### src/rtl/sdm_tx_pkg.sv
// Shared types for the clocked-to-QDI 1-of-4 transmitter.
// State encoding and watchdog counter width.
package sdm_tx_pkg;

    typedef enum logic [1:0] {
        IDLE = 2'b00,
        SEND = 2'b01,
        RTZ  = 2'b10
    } tx_state_t;

    localparam int WDOG_W = 16;

endpackage

### src/rtl/sdm_ack_sync.sv
// Purpose: resynchronise the asynchronous QDI ack; primed marks the chain as refilled since reset.
// Latency: STAGES cycles from out_ack to ack_s.
// Backpressure: none, free-running flop chain.
module sdm_ack_sync #(
    parameter int STAGES = 2
) (
    input  logic clk,
    input  logic rst,
    input  logic ack,
    output logic ack_s,
    output logic primed
);

    logic [STAGES-1:0] sync_q;
    logic [STAGES-1:0] fill_q;

    // fill_q walks a 1 through the chain so ack_s is trusted only once it holds real samples
    always_ff @(posedge clk or posedge rst) begin
        if (rst) begin
            sync_q <= '0;
            fill_q <= '0;
        end else begin
            sync_q <= {sync_q[STAGES-2:0], ack};
            fill_q <= {fill_q[STAGES-2:0], 1'b1};
        end
    end

    assign ack_s  = sync_q[STAGES-1];
    assign primed = fill_q[STAGES-1];

endmodule

### src/rtl/sdm_sync_tx.sv
// Purpose: valid/ready word to 4-phase RTZ 1-of-4 QDI channel; rails driven straight from flops. Optional SDM_TX_WDOG_EN watchdog.
// Latency: codeword on the rails one edge after accept; minimum word period 2*SYNC_STAGES+3 cycles.
// Backpressure: in_ready only in IDLE with the synchronised ack low; one word in flight.
module sdm_sync_tx
    import sdm_tx_pkg::*;
#(
    parameter int DW          = 32,
    parameter int SYNC_STAGES = 2,
    parameter int WDOG_LIMIT  = 1024
) (
    input  logic            clk,
    input  logic            rst,
    input  logic [DW-1:0]   in_data,
    input  logic            in_valid,
    output logic            in_ready,
    output logic [DW/2-1:0] out_d0,
    output logic [DW/2-1:0] out_d1,
    output logic [DW/2-1:0] out_d2,
    output logic [DW/2-1:0] out_d3,
    input  logic            out_ack,
    output logic            busy,
    output logic            wdog_err
);

    localparam int NS = DW / 2;

    tx_state_t       state, state_nxt;
    logic            ack_s, primed;
    logic            load, clear;
    logic [NS-1:0]   enc0, enc1, enc2, enc3;

    sdm_ack_sync #(.STAGES(SYNC_STAGES)) u_ack_sync (
        .clk    (clk),
        .rst    (rst),
        .ack    (out_ack),
        .ack_s  (ack_s),
        .primed (primed)
    );

    always_ff @(posedge clk or posedge rst) begin
        if (rst) state <= IDLE;
        else     state <= state_nxt;
    end

    always_comb begin
        state_nxt = state;
        in_ready  = 1'b0;
        load      = 1'b0;
        clear     = 1'b0;
        busy      = (state != IDLE);
        case (state)
            IDLE: begin
                in_ready = primed && !ack_s;
                if (in_valid && in_ready) begin
                    load      = 1'b1;
                    state_nxt = SEND;
                end
            end
            SEND: begin
                if (ack_s) begin
                    clear     = 1'b1;
                    state_nxt = RTZ;
                end
            end
            RTZ: begin
                if (!ack_s) state_nxt = IDLE;
            end
            default: state_nxt = IDLE;
        endcase
    end

    always_comb begin
        enc0 = '0;
        enc1 = '0;
        enc2 = '0;
        enc3 = '0;
        for (int i = 0; i < NS; i++) begin
            enc0[i] = (in_data[2*i +: 2] == 2'd0);
            enc1[i] = (in_data[2*i +: 2] == 2'd1);
            enc2[i] = (in_data[2*i +: 2] == 2'd2);
            enc3[i] = (in_data[2*i +: 2] == 2'd3);
        end
    end

    // Rails move only on accept (data) or on ack (null), never otherwise
    always_ff @(posedge clk or posedge rst) begin
        if (rst) begin
            out_d0 <= '0;
            out_d1 <= '0;
            out_d2 <= '0;
            out_d3 <= '0;
        end else if (load) begin
            out_d0 <= enc0;
            out_d1 <= enc1;
            out_d2 <= enc2;
            out_d3 <= enc3;
        end else if (clear) begin
            out_d0 <= '0;
            out_d1 <= '0;
            out_d2 <= '0;
            out_d3 <= '0;
        end
    end

`ifdef SDM_TX_WDOG_EN
    logic [WDOG_W-1:0] wdog_cnt;
    logic              wdog_q;

    // Report only; the handshake is never aborted mid-phase
    always_ff @(posedge clk or posedge rst) begin
        if (rst) begin
            wdog_cnt <= '0;
            wdog_q   <= 1'b0;
        end else begin
            if ((state != state_nxt) || (state == IDLE))
                wdog_cnt <= '0;
            else if (wdog_cnt != WDOG_W'(WDOG_LIMIT))
                wdog_cnt <= wdog_cnt + 1'b1;
            if (wdog_cnt == WDOG_W'(WDOG_LIMIT))
                wdog_q <= 1'b1;
        end
    end

    assign wdog_err = wdog_q;
`else
    logic unused_wdog;
    assign unused_wdog = ^WDOG_W'(WDOG_LIMIT);
    assign wdog_err    = 1'b0;
`endif

endmodule

### config.mk
export PLATFORM = sky130hd
export DESIGN_NAME = sdm_sync_tx
export DESIGN_NICKNAME = d
export VERILOG_FILES = /design/src/rtl/sdm_tx_pkg.sv /design/src/rtl/sdm_ack_sync.sv /design/src/rtl/sdm_sync_tx.sv
export SDC_FILE = /design/constraint.sdc
export NUM_CORES = 1
export LEC_CHECK = 0
export CORE_ASPECT_RATIO = 1.4
export CORE_MARGIN = 1.5
export CORE_UTILIZATION = 66
export DETAILED_ROUTE_END_ITERATION = 12
export DONT_BUFFER_PORTS = 1
export PLACE_DENSITY = 0.82
export SETUP_SLACK_MARGIN = 0.2
export SLEW_MARGIN = 40
export SYNTH_ARGS = -nofsm -noshare
export SYNTH_HDL_FRONTEND = slang
export SYNTH_HIERARCHICAL = 1
export SYNTH_SLANG_ARGS = --single-unit
export TNS_END_PERCENT = 50
### constraint.sdc
create_clock -name clk -period 4.4 [get_ports clk]
set_input_delay 0.88 -clock clk [delete_from_list [all_inputs] [get_ports clk]]
set_output_delay 0.88 -clock clk [all_outputs]
set_load 0.03 [all_outputs]
# After elaboration in Yosys (flattened, before gate mapping)
# Index checks and enable logic that the tools add are counted.
totals:
  ff_bits: 70
  elab_cells: 97
classes:
  eq_ne: 53
  mux: 14
  n_reduce_logical: 23
ops:
  columns: ["cell", "n"]
  rows:
  - ["16-bit 2-to-1 mux", 5]
  - ["2-bit equality test, second input constant", 33]
  - ["2-bit by 1-bit equality test with 1-bit output, second input constant", 17]
  - ["2-bit zero test", 17]
  - ["2-bit 2-to-1 mux", 3]
  - ["2-bit case mux with 3 select lines", 1]
  - ["1-bit 2-to-1 mux", 5]
  - ["2-bit inequality test, second input constant", 2]
  - ["2-bit nonzero test", 2]
  - ["3-bit AND reduction", 1]
  - ["1-bit logical AND", 2]
  - ["2-bit by 1-bit inequality test with 1-bit output, second input constant", 1]
  - ["1-bit zero test", 1]

# Depth between registers and ports, before layout
# Gate-level depths: netlist of the first run.
depth:
  word_depth: 6
  ltp_mapped: 5

# Hierarchy
# The synthesis of the first run kept the hierarchy.
modules_own_cells:
  columns: ["module", "n_inst", "cells_each", "area_each_um2", "seq_area_each_um2"]
  rows:
  - ["sdm_sync_tx", 1, 189, 2643.8, 1651.6]
  - ["sdm_ack_sync", 1, 6, 107.6, 100.1]

# Worst setup path after synthesis of the first run
# Ideal clock, no wire load.
synth_path:
  kind: "reg-to-output"
  start: "reg u_ack_sync.sync_q[1]"
  end: "out in_ready"
  arrival_time_ns: 1.112
  slack_ns: 2.408
  path_stages_with_launch: 2
  n_path_buf: 0
  path_cell_list: "dfrtp_1 nor4b_2"
synth_via:
  elab_chain_cells: 3
synth_rtl:
  columns: ["element", "line", "source"]
  rows:
  - ["start, declared", "sdm_ack_sync.sv:14", "logic [STAGES-1:0] sync_q;"]
  - ["start signal, assigned", "sdm_ack_sync.sv:23", "sync_q <= {sync_q[STAGES-2:0], ack};"]
  - ["1-bit zero test", null, null]
  - ["1-bit logical AND", "sdm_sync_tx.sv:53", "in_ready = primed && !ack_s;"]
  - ["1-bit 2-to-1 mux", "sdm_sync_tx.sv:51", "case (state)"]
  - ["end, declared", "sdm_sync_tx.sv:15", "output logic in_ready,"]
# No other way between the ends.

# Final worst setup path of the first run
layout_path:
  start: "reg state[1]"
  end: "out in_ready"
layout_via:
  elab_chain_cells: 2
layout_rtl:
  columns: ["element", "line", "source"]
  rows:
  - ["start, declared", "sdm_sync_tx.sv:27", "tx_state_t state, state_nxt;"]
  - ["start signal, assigned", "sdm_sync_tx.sv:42", "else state <= state_nxt;"]
  - ["2-bit zero test", "sdm_sync_tx.sv:51", null]
  - ["1-bit 2-to-1 mux", "sdm_sync_tx.sv:51", null]
# No other way between the ends.

==> results of run 1 <==
[power groups by stage]
stage	sequential (mW)	clock, mW	combinational (mW)
floorplan	1.00	0	0.151
global placement	1.02	0	0.148
detailed placement	1.03	0	0.165
CTS	1.02	0.456	0.166
global route	1.03	0.478	0.181
finish	1.02	0.448	0.164
[cell type report]
cell class | instances | area (µm²)
fill | 261 | 1100
clock inverter | 1 | 5.00
inverter | 34 | 128
tap | 43 | 53.8
multi-input combinational | 76 | 737
sequential | 70 | 1750
clock buffer | 13 | 169
timing repair buffer | 1 | 11.3
[flip-flops by register name, summed over array words and instances, names as in the netlist]
| register | flops |
|---|---|
| out_d3 | 16 |
| out_d2 | 16 |
| out_d1 | 16 |
| u_ack_sync/fill_q | 2 |
| state | 2 |
| u_ack_sync/sync_q | 2 |
| out_d0 | 16 |
[worst paths after layout]
kind | start | end | slack, ns
max in group asynchronous | rst | out_d3[1]$_DFFE_PP0P_ | 3.42
max reg2reg | state[1]$_DFFE_PP0P_ | out_d1[4]$_DFFE_PP0P_ | 2.10
max | state[1]$_DFFE_PP0P_ | in_ready | 1.98
min | rst | u_ack_sync/sync_q[0]$_DFF_PP0_ | 0.32
min in group clk | u_ack_sync/fill_q[0]$_DFF_PP0_ | u_ack_sync/fill_q[1]$_DFF_PP0_ | 0.35
min reg2reg | u_ack_sync/fill_q[0]$_DFF_PP0_ | u_ack_sync/fill_q[1]$_DFF_PP0_ | 0.35
[cells in the mapped netlist (all sizes together)]
cell / number
a21o: 1
conb: 2
nor4b: 1
buf: 15
nand4bb: 1
nor3b: 1
a32o: 64
nand2: 1
inv: 34
and2: 2
dfrtp: 70
xor2: 1
or2: 2
[per-stage QoR]
| stage | power, mW | utilization (%) |
|---|---|---|
| after global placement | 1.17 | 67.6 |
| after floorplan | 1.15 | - |
| after global routing | 1.69 | 72.2 |
| after detailed placement | 1.19 | 67.7 |
| final | 1.63 | 72.2 |
| after CTS | 1.64 | 72.1 |
[layer usage]
metal	vias to the layer above	share of wire, %	global-route usage (%)
met5	-	0	0
met3	8	7.8	7.29
li1	730	-	-
met4	0	1.8	13.3
met1	864	32	25.4
met2	87	58	43.9
[cell families after synthesis]
kind of cell | share of synthesized area [%]
DFF | 63.7
AOI/OAI and AO/OA | 23.6
buffers and inverters | 9.82
and+or+nand+nor | 2.36
other | 0.273
xor gates and xnor gates | 0.318
==> results by group, run 1 <==
Worst setup path
  • CP max FO: 5
  • Setup CP Type: flip-flop to output port
  • Worst path slowest cell: nor4b_2
  • Crit-path cells: nor4b_2
  • Crit. End Element: output port
  • FF-to-FF path depth: 3
  • Worst Path Arrival: around 1.5 ns
  • Worst path top cell family by delay: simple AND/OR/NAND/NOR gates
  • CP bufs+invs: 0
  • CP max stage delay: 0.77 ns
  • Worst setup SP type: flip-flop
  • CP Depth: 1
  • Worst Path Required: around 3.5 ns

CTS
  • Sink Count: 70
  • Post-CTS sizing: 0
  • H-Tree Depth: 3
  • Post-CTS Setup Bufs: 0
  • TritonCTS clock tree: yes
  • Root Buffer: clkbuf_8
  • CTS Buffer Depth: 2
  • Reg clk slew, reported paths: ~0.060 ns
  • Hold_buf cts: 0
  • Clk Latency, worst-skew pair: 0.32 ns
  • Num CTS Buffers: 9

Global route
  • First-pass GRT wire length: 8380 µm
  • Number of global-route vias before repair: 1782
  • GRT Util Overall: 24.7%
  • Remaining Overflow, GRT: 0
  • Largest net degree at the start of global routing: 67
  • Antenna violations before repair: 0

STA
  • Worst Hold Slack: 0.316 ns
  • Final period util: about 55%
  • Setup ws final: just under 2 ns
  • Worst slew pin tran: 0.843 ns
  • FMAX: between 0.4 and 0.5 GHz
  • Final setup fails: 0
  • Fin crit period: approximately 2.4 ns
  • Setup TNS: 0 ns
  • Post-route clock skew: ~0.0037 ns
  • Max Slew Vio Count: 0
  • Rel. slew slack: ~44%
  • RSZ-0062 raised after global routing: false
  • Hold Fails Final Rpt: 0

Power and ir drop
  • Pwr/cell area: between 500 and 600 nW/µm²
  • Maximum VDD drop: ~400 µV
  • Clock power frac: around 28%
  • Comb pwr share: 10.1%
  • Switch share: 34.5%
  • Net Switching: 0.562 mW
  • Power share of the sequential group: 62.4%
  • Leakage power: 1.39 nW
  • Int Pwr: ~1.1 mW

Run
  • Max cap viols: 0

Placement
  • Post-placement cell count: ~220
  • Placer Congestion: 0.707
  • Detailed placement HPWL: 3750 µm
  • Post-DP Area: about 2700 µm²
  • DP Worst Slack: between 2 and 2.5 ns
  • Input/output buffers: 0

Layout
  • Number of inserted diodes: 0
  • Layout cell share with drive strength beyond 1: about a tenth
  • Fin cells: approximately 240
  • Final nets: between 200 and 250
  • Post-route design area: between 2000 and 3000 µm²
  • P&R area growth vs syn: 3.77%
  • Commonest non-fill, non-tap cell in the layout: dfrtp_1
  • Most frequent cells in the layout: dfrtp_1 (70), a32o_1 (64), inv_1 (33), clkbuf_8 (12)

Drt
  • Vias/cell: about 7.1
  • DR vias: roughly 1700
  • Routed wire length: between 5000 and 6000 µm
  • DR WL/cell: around 23 µm
  • Routed Antenna Nets: 0
  • Remaining DRCs: 0
  • Pre-Repair DR Iteration Count: 5
  • DRT iter0 DRCs: 150

Floorplan
  • Row Count: 27
  • Core area: 3950 µm²
  • Initial Util: a little over two thirds
  • # IOs: just over 100
  • Die footprint: roughly 4600 µm²
  • Die height: approximately 79 µm
  • Die boundary width: approximately 58 µm

Synthesis
  • Post-synthesis sequential area ratio: 63.7%
  • Mapped Cells: 195
  • Net count after synthesis: between 200 and 250
  • Register bit total from synthesis: 70
  • Distinct cells, synth: 17
  • Synth warnings: 6
  • Synth area leaders: dfrtp_1 (64%), a32o_1 (23%), inv_1 (4.6%)
  • Top-area cell type share of the netlist area: between 60% and 70%
  • Post-Syn Area per Cell: about 14 µm²
  • Synthesized cell area: 2750 µm²
  • Area leader, netlist: dfrtp_1

Min path
  • HP Class: input port to async pin

Outcome
  • Status: completed
(Power assumes the default switching activity.)
==> run 2: changes to the inputs <==
--- a/config.mk
+++ b/config.mk
@@ -7,10 +7,10 @@
 export LEC_CHECK = 0
 export CORE_ASPECT_RATIO = 1.4
 export CORE_MARGIN = 1.5
-export CORE_UTILIZATION = 66
+export CORE_UTILIZATION = 62
 export DETAILED_ROUTE_END_ITERATION = 12
 export DONT_BUFFER_PORTS = 1
-export PLACE_DENSITY = 0.82
+export PLACE_DENSITY = 0.78
 export SETUP_SLACK_MARGIN = 0.2
 export SLEW_MARGIN = 40
 export SYNTH_ARGS = -nofsm -noshare
==> constraint.sdc (replaced) <==
create_clock -name clk -period 2.5 [get_ports clk]
set_input_delay 0.5 -clock clk [delete_from_list [all_inputs] [get_ports clk]]
set_output_delay 0.5 -clock clk [all_outputs]
set_load 0.03 [all_outputs]
==> run 2 against run 1 <==
  * Register-to-register slack lost 1.4 ns
  * Sequential share of layout area shrank 1.0 points
  * Worst setup slack lost 1.3 ns
  * Highest routed layer unchanged
  * Final cell count grew 8.4%
  * Clock skew grew 0.00085 ns
  * Routed wire length shrank 3.6%
  * Combinational power grew 78%
  * Sequential power grew 75%
  * Die area grew 6.2%
  * Flip-flop and latch count is the same
==> results by group, run 2 (synthesis results as in run 1) <==
Drt
  • Vias/cell: 6.74 (-5.1%)
  • Routed wire length: 5330 µm (-3.6%)
  • Pre-Repair DR Iteration Count: 4 (-1)
  • DR WL/cell: 20.7 µm (-11%)
  • DRT iter0 DRCs: 132 (-12%)
  • Remaining DRCs: 0 (unchanged)
  • Routed Antenna Nets: 0 (unchanged)
  • DR vias: 1738 (+2.9%)

Placement
  • Input/output buffers: 0 (unchanged)
  • Detailed placement HPWL: 3650 µm (-2.7%)
  • Placer Congestion: 0.653 (-7.6%)

CTS
  • Sink Count: 70 (unchanged)
  • Num CTS Buffers: 9 (unchanged)
  • Hold_buf cts: 1 (+1)
  • Post-CTS sizing: 0 (unchanged)
  • Reg clk slew, reported paths: 0.07 ns (about the same)
  • Root Buffer: clkbuf_8
  • TritonCTS clock tree: yes
  • H-Tree Depth: 3 (unchanged)
  • CTS Buffer Depth: 2 (unchanged)
  • Clk Latency, worst-skew pair: 0.32 ns (about the same)
  • Post-CTS Setup Bufs: 0 (unchanged)

Floorplan
  • Initial Util: 64.9% (-4.7 points)
  • Die footprint: 4850 µm² (+6.2%)
  • Die height: 81.8 µm (+3.1%)
  • Core area: 4240 µm² (+7.2%)
  • Row Count: 28 (+3.7%)
  • # IOs: 103 (unchanged)
  • Die boundary width: 59.3 µm (+3.0%)

Power and ir drop
  • Leakage power: 1.40 nW (+0.42%)
  • Net Switching: 1.01 mW (+79%)
  • Clock power frac: 27.4% (about the same)
  • Maximum VDD drop: 599 µV (+50%)
  • Power share of the sequential group: 62.4% (about the same)
  • Switch share: 35.1% (+0.60 points)
  • Pwr/cell area: 986 nW/µm² (+73%)
  • Comb pwr share: 10.2% (about the same)
  • Int Pwr: 1.86 mW (+74%)

Min path
  • HP Class: input port to async pin

Worst setup path
  • R2R Path Start: state[1]$_DFFE_PP0P_
  • Setup CP Type: flip-flop to output port
  • End of the worst register-to-register path: out_d1[10]$_DFFE_PP0P_
  • CP max FO: 5 (unchanged)
  • FF-to-FF path depth: 3 (unchanged)
  • Crit. End Element: output port
  • Worst Path Required: 2.00 ns (-1.52 ns)
  • R2R Setup Slk: 0.70 ns (-1.40 ns)
  • Worst setup SP type: flip-flop
  • Worst Path Arrival: 1.35 ns (-0.19 ns)

Global route
  • Number of global-route vias before repair: 1682 (-5.6%)
  • GRT Util Overall: 21.5% (-3.1 points)
  • Antenna violations before repair: 0 (unchanged)
  • Largest net degree at the start of global routing: 66 (-1.5%)
  • Remaining Overflow, GRT: 0 (unchanged)
  • First-pass GRT wire length: 7580 µm (-9.5%)

STA
  • Setup TNS: 0 ns (unchanged)
  • Max Slew Vio Count: 0 (unchanged)
  • Fin crit period: approximately 1.9 ns
  • Final period util: approximately three quarters
  • Final setup fails: 0 (unchanged)
  • Hold Fails Final Rpt: 0 (unchanged)
  • Worst slew pin tran: 0.680 ns (-0.163 ns)
  • RSZ-0062 raised after global routing: false
  • Post-route clock skew: 0.00451 ns (+0.000851 ns)
  • FMAX: ~0.54 GHz
  • Rel. slew slack: 54.6% (+11 points)

Layout
  • Util after Layout: 68.5% (-3.7 points)
  • Commonest non-fill, non-tap cell in the layout: dfrtp_1
  • P&R area growth vs syn: 5.55%
  • Most frequent cells in the layout: dfrtp_1 (70), a32o_1 (64), inv_1 (33), clkbuf_8 (11)
  • Layout cell share with drive strength beyond 1: 11.1% (+0.85 points)
  • Number of inserted diodes: 0 (unchanged)
  • Final nets: 230 (+0.88%)

Run
  • Max cap viols: 0 (unchanged)

Outcome
  • Status: completed
==> run 2: worst max-delay path: stages (launching register included) <==
cell     delay [ns]
dfrtp_1        0.45
nor4b_2        0.36
buf_4          0.23
==> run 2: area by class of cell <==
type | count | area [µm²]
inverters | 34 | 128
clock inverters | 3 | 20.0
fillers | 299 | 1340
flip-flops and latches | 70 | 1750
repair buffers | 3 | 37.5
clock buffers | 12 | 155
well taps | 60 | 75.1
multi-input cells | 76 | 737
==> run 2: worst max-delay path by stage <==
stage                                     from                endpoint
after floorplan                            rst   out_d0[0]$_DFFE_PP0P_
after global routing      state[1]$_DFFE_PP0P_                in_ready
after global placement                in_valid   out_d1[9]$_DFFE_PP0P_
after CTS                 state[1]$_DFFE_PP0P_                in_ready
final                     state[1]$_DFFE_PP0P_                in_ready
after detailed placement  state[1]$_DFFE_PP0P_  out_d1[10]$_DFFE_PP0P_
==> run 2: per-stage QoR <==
step           worst slack (ns)  instance area [µm²]  power [mW]  hold slack [ns]  cells
5_1_grt                   0.576                 2900        2.98            0.175    258
6_report                  0.648                 2900        2.86            0.157    258
3_3_place_gp              0.847                 2710        2.06            0.273    242
4_1_cts                   0.631                 2900        2.89            0.153    258
3_5_place_dp              0.734                 2720        2.10            0.280    242
2_1_floorplan             0.345                 2750        2.03            0.266    195
==> run 2: per-layer routing <==
metal  global-route usage (%)  share of wire [%]  vias up  wire length (µm)
met5                        0                  0        -                 0
met4                     9.32                1.8        0                96
met3                     9.29                 10        9               546
met2                     40.5                 55      106              2910
met1                     19.1                 33      886              1770
li1                         -                  -      737                 -
==> run 2: power by group through the flow <==
stage	clock network (mW)	registers (mW)	logic [mW]
2_1_floorplan	0	1.76	0.266
3_3_place_gp	0	1.80	0.262
3_5_place_dp	0	1.81	0.294
4_1_cts	0.806	1.79	0.296
5_1_grt	0.856	1.81	0.322
6_report	0.785	1.79	0.292
==> RTL change 1, RTL diff (settings of run 2) <==
`DW`: 32 -> 24.
--- a/src/rtl/sdm_sync_tx.sv
+++ b/src/rtl/sdm_sync_tx.sv
@@ -5,5 +5,5 @@
     import sdm_tx_pkg::*;
 #(
-    parameter int DW          = 32,
+    parameter int DW          = 24,
     parameter int SYNC_STAGES = 2,
     parameter int WDOG_LIMIT  = 1024
Ports: changed (5 resized); port bits go from 103 to 79. The function was not compared with the original's and may differ.
==> RTL change 1 against run 2 <==
- power shrank 16%
- sequential share of layout area down 8.5 points
- die area is 11% lower
- highest routed layer unchanged
- setup slack improved by 47 ps
- area after synthesis shrank 12%
- synthesized cell count increased by 13%
- sequential cell count is 16 lower
- wire length shrank 22%
- hold slack got worse by 76 ps
- final area decreased by 10%
==> RTL change 1: results (changes against run 2) <==
| Metric | Value |
|---|---|
| FF-to-FF End | `out_d3[0] (was out_d1[10])` |
| Htree depth | `2 (was 3)` |
| Drt total wl | `4160 um (was 5330 um)` |
| Via count of the routed design | `1,478 (was 1,738)` |
| Critical R2R Launch | `state[1] (unchanged)` |
| Area growth, synth to finish | `7.31% (was 5.55%)` |
| Initial DRC Count | `45 (was 132)` |
| Post-synthesis sequential area ratio | `55.6% (was 63.7%)` |
| Setup Skew | `3.08 ps (was 4.51 ps)` |
| Largest net degree at the start of global routing | `50 (was 66)` |
| Hold slack | `81.4 ps (was 157 ps)` |
| Number of global-route vias before repair | `1,559 (was 1,682)` |
| CTS Buf Count | `5 (was 9)` |
| Pre-CTS WS | `796 ps (was 734 ps)` |
| Slowest cell on crit path | `nor4b_4 (was dfrtp_1)` |
| Longest Clk Path Bufs | `2 (unchanged)` |
| Gr usage total | `20.5% (was 21.5%)` |
| Synth top cells by count | `nand2_1, dfrtp_1, mux2i_1 (was dfrtp_1, a32o_1, inv_1)` |
| Status | `finished, final reports clean (unchanged)` |
| I/O Buffers | `0 (unchanged)` |
| WL/cell | `15.7 um (was 20.7 um)` |
| Initial antenna violation count | `0 (unchanged)` |
| CP delay by family, top | `simple AND/OR/NAND/NOR gates (was flip-flops)` |
| Fin nets | `250 (was 230)` |
| GPL Wtd Cong | `0.782 (was 0.653)` |
| Ranking of synthesized cells by area | `dfrtp_1, mux2i_1, nand2_1, nand2b_1, or2_2 (was dfrtp_1, a32o_1, inv_1, buf_8, buf_2)` |
| Share of cells above drive strength 1 | `12.6% (was 11.1%)` |
| FILL cells | `285 (was 299)` |
| Clock root buffer | `clkbuf_8 (unchanged)` |
| Setup TNS | `0 ps (unchanged)` |
| Placed cell areas | `2460 sq um (was 2720 sq um)` |
| Slew HR | `63.2% (was 54.6%)` |
| Crit-path max FO | `5 (unchanged)` |
| Worst hold-check path type | `in2async (unchanged)` |
| Synthesized area per cell | `11.0 sq um (was 14.1 sq um)` |
| Placed insts | `256 (was 242)` |
| Clock latency on the worst-skew pair | `300 ps (was 320 ps)` |
| First-pass GRT wire length | `6930 um (was 7580 um)` |
| Leakage | `1.48 nW (was 1.40 nW)` |
| Final HPWL DP | `3120 um (was 3650 um)` |
| Maximum VDD drop | `0.000854 V (was 0.000599 V)` |
| Flop2flop setup slack | `790 ps (was 700 ps)` |
| Clk pin slew, worst setup/hold paths | `90 ps (was 70 ps)` |
| Unique masters post-synth | `15 (was 17)` |
| Worst stage delay on the critical path | `570 ps (was 450 ps)` |
| Post-CTS Setup Inserts | `0 (unchanged)` |
| Worst Path Arrival | `1310 ps (was 1350 ps)` |
| Worst Reg-to-Reg Cells | `4 (was 3)` |
| Post_cts resized | `0 (unchanged)` |
-- RTL change 1: cell count changes after synthesis, sizes merged, moves of 11 or more --
cell	change
nand2	+60
nand2b	+26
mux2i	+48
dfrtp	-16
inv	-32
a32o	-64
or2	+11
-- RTL change 1: area by class of cell --
cell class,instances,share of cell area (%)
timing repair buffer,5,2.01
clock inverter,3,2.64
inverter,2,0.288
sequential,54,51.8
multi-input combinational,154,38.6
clock buffer,5,2.64
tap,42,2.01
-- RTL change 1: cell families after synthesis --
group | count (synthesis) | synth area share, %
muxes | 48 | 19.8
AOI/OAI and AO/OA | 2 | 0.515
buffers and inverters | 13 | 3.09
and+or+nand+nor | 102 | 20.7
DFF | 54 | 55.6
other | 2 | 0.309
-- RTL change 1: layer usage --
| metal | part of all wire, % | global-route usage [%] |
|---|---|---|
| met5 | 0 | 0 |
| met4 | 1.5 | 7.86 |
| met3 | 6.4 | 5.06 |
| met2 | 55 | 38.2 |
| met1 | 37 | 21.9 |
-- RTL change 1: where the power goes --
part           switching [mW]  internal, mW  leakage, nW  total [mW]
Sequential              0.435          1.03        0.704        1.46
Clock                   0.268         0.401       0.0683       0.669
Combinational           0.146         0.125        0.712       0.271
Total                   0.849          1.55         1.48        2.40
-- RTL change 1: worst max path at each step --
stage / slack [ps] / start / cells past startpoint / end
after detailed placement: 800 / state[1] / 4 / out_d3[0]
final: 690 / state[1] / 1 / in_ready
after CTS: 680 / state[1] / 1 / in_ready
after global routing: 630 / state[1] / 1 / in_ready
after floorplan: 800 / rst / 1 / out_d0[0]
after global placement: 860 / state[1] / 4 / out_d3[3]
-- RTL change 1: repair_timing --
item | 4_1_cts | 5_1_grt
hold buffers | 1 | 0
hold endpoints to repair | 4 | 0
setup endpoints to repair | 0 | 0
==> RTL change 2, RTL diff (settings of run 2) <==
Made on the original files. Re-encode `tx_state_t` (3 states) as one-hot, 3 bits wide.
--- a/src/rtl/sdm_tx_pkg.sv
+++ b/src/rtl/sdm_tx_pkg.sv
@@ -3,8 +3,8 @@
 package sdm_tx_pkg;
 
-    typedef enum logic [1:0] {
-        IDLE = 2'b00,
-        SEND = 2'b01,
-        RTZ  = 2'b10
+    typedef enum logic [2:0] {
+        IDLE = 3'b001,
+        SEND = 3'b010,
+        RTZ  = 3'b100
     } tx_state_t;
 
Behaviour: no difference found for any inputs over 10 cycles, from zero or initial values and one cycle with rst high; not proved beyond that.
==> RTL change 2 against run 2 <==
- core utilization shrank 0.18 points
- final area grew 20%
- register-to-register slack lost 130 ps
- area after synthesis grew 19%
- synthesized cell count grew 52%
- wire length grew 7.3%
- hold slack lost 38 ps
- power grew 12%
- setup slack lost 130 ps
- first-iteration DRC count shrank 25%
- sequential cell count grew 1
==> RTL change 2: results (changes against run 2) <==
| Metric | Value |
|---|---|
| Status | `finished, final reports clean (unchanged)` |
| CP delay by family, top | `simple AND/OR/NAND/NOR gates (was flip-flops)` |
| Maximum VDD drop | `0.000602 V (was 0.000599 V)` |
| Htree depth | `3 (unchanged)` |
| N_diodes | `0 (unchanged)` |
| Final HPWL DP | `4050 um (was 3650 um)` |
| Crit-path max FO | `5 (unchanged)` |
| Largest net degree at the start of global routing | `41 (was 66)` |
| Unique masters post-synth | `24 (was 17)` |
| First-pass DRT Iterations | `4 (unchanged)` |
| Number of global-route vias before repair | `2,032 (was 1,682)` |
| Post_cts resized | `0 (unchanged)` |
| Initial antenna violation count | `0 (unchanged)` |
| Slew @ Worst Pin | `604 ps (was 680 ps)` |
| YS warnings | `6 (unchanged)` |
| Via-to-Cell Ratio | `5.51 (was 6.74)` |
| Primary FF master, synth | `dfrtp_1 (unchanged)` |
| Ys async rst share | `100% (unchanged)` |
| Gr usage total | `21.3% (was 21.5%)` |
| Post-route non-filler standard cell count | `366 (was 258)` |
| Global route total overflow | `0 (unchanged)` |
| Clock root buffer | `clkbuf_8 (unchanged)` |
| Synth top cells by count | `nand2_1, dfrtp_1, mux2i_1 (was dfrtp_1, a32o_1, inv_1)` |
| Share of cells above drive strength 1 | `12.7% (was 11.1%)` |
| CTS Buf Count | `9 (unchanged)` |
| Worst hold-check path type | `in2async (unchanged)` |
| Setup Skew | `3.14 ps (was 4.51 ps)` |
| Worst Path Arrival | `1480 ps (was 1350 ps)` |
| # DRC | `0 (unchanged)` |
| Fin nets | `332 (was 230)` |
| GPL Wtd Cong | `0.741 (was 0.653)` |
| Clk pin slew, worst setup/hold paths | `70 ps (about the same)` |
| WL/cell | `15.6 um (was 20.7 um)` |
| Synthesized area per cell | `11.1 sq um (was 14.1 sq um)` |
| Ranking of synthesized cells by area | `dfrtp_1, mux2i_1, nand2_1, nand2b_1, or2_2 (was dfrtp_1, a32o_1, inv_1, buf_8, buf_2)` |
| Worst stage delay on the critical path | `580 ps (was 450 ps)` |
| Leakage | `1.92 nW (was 1.40 nW)` |
| Placed insts | `350 (was 242)` |
| FILL cells | `410 (was 299)` |
| Flop2flop setup slack | `570 ps (was 700 ps)` |
| Slowest cell on crit path | `dfstp_2 (was dfrtp_1)` |
| Post-synthesis sequential area ratio | `54.2% (was 63.7%)` |
| Clock latency on the worst-skew pair | `330 ps` |
| First-pass GRT wire length | `9130 um (was 7580 um)` |
| Post-CTS Setup Inserts | `0 (unchanged)` |
| Longest Clk Path Bufs | `2 (unchanged)` |
| I/O Buffers | `0 (unchanged)` |
| Initial DRC Count | `99 (was 132)` |
| Hold slack | `119 ps (was 157 ps)` |
RTL change 2: cell count changes after synthesis, sizes merged, moves of 14 or more:
| cell | run 2 | this run |
|---|---|---|
| nand2 | 1 | 80 |
| or2 | 2 | 16 |
| a32o | 64 | 0 |
| mux2i | 0 | 64 |
| inv | 34 | 3 |
| nand2b | 0 | 33 |
RTL change 2: stage by stage:
step / worst slack [ps] / power, mW / util (%)
floorplan: 318 / 2.32 / -
global placement: 647 / 2.40 / 64.3
detailed placement: 598 / 2.43 / 64.7
CTS: 512 / 3.25 / 68.3
global route: 457 / 3.37 / 68.3
finish: 515 / 3.22 / 68.3
RTL change 2: worst reg2reg max path: stages, from the launching register on:
cell and delay [ps]:
dfstp_2 580, nor3b_4 280, nand3_4 410, buf_12 370, mux2i_1 170
RTL change 2: final cells by class:
| type | count | area [sq um] | share of cell area [%] |
|---|---|---|---|
| sequential | 71 | 1780 | 50.8 |
| multi-input combinational | 207 | 1380 | 39.4 |
| clock buffer | 15 | 176 | 5.04 |
| tap | 66 | 82.6 | 2.36 |
| timing repair buffer | 4 | 70.1 | 2.00 |
| inverter | 3 | 11.3 | 0.322 |
RTL change 2: kinds of logic (layout without fill, tap and decap cells):
| family | Yosys count | count (layout) | share of synthesized area, % |
|---|---|---|---|
| simple gates | 138 | 138 | 20.8 |
| flops | 71 | 71 | 54.2 |
| mux | 64 | 64 | 19.5 |
| buf+inv | 18 | 22 | 4.58 |
| other cells | 2 | 2 | 0.229 |
| compound gates | 2 | 2 | 0.381 |
| xor+xnor | 1 | 1 | 0.267 |
RTL change 2: what timing repair did:
item	4_1_cts	5_1_grt
hold buffers	1	0
setup endpoints to repair	0	0
hold endpoints to repair	4	0
RTL change 2: routing by layer:
metal	global-route usage, %	share of wire (%)
met1	21.0	36
met2	37.8	53
met3	11.8	9.6
met4	7.54	0.94
met5	0	0
RTL change 2: final timing paths:
check | startpoint | to | depth (start not counted)
worst max-delay path | state[0] | in_ready | 2
worst min-delay path | rst | out_d2[11] | 1
worst max register to register | state[0] | out_d1[8] | 4
worst min register to register | u_ack_sync/fill_q[0] | u_ack_sync/fill_q[1] | 0
max in group asynchronous | rst | state[0] | 2
min in group clk | out_ack | u_ack_sync/sync_q[0] | 0
RTL change 2: where the power goes:
group	internal [mW]	switching [mW]	total [mW]
clock network	0.438	0.382	0.820
registers	1.38	0.663	2.05
logic	0.171	0.179	0.350
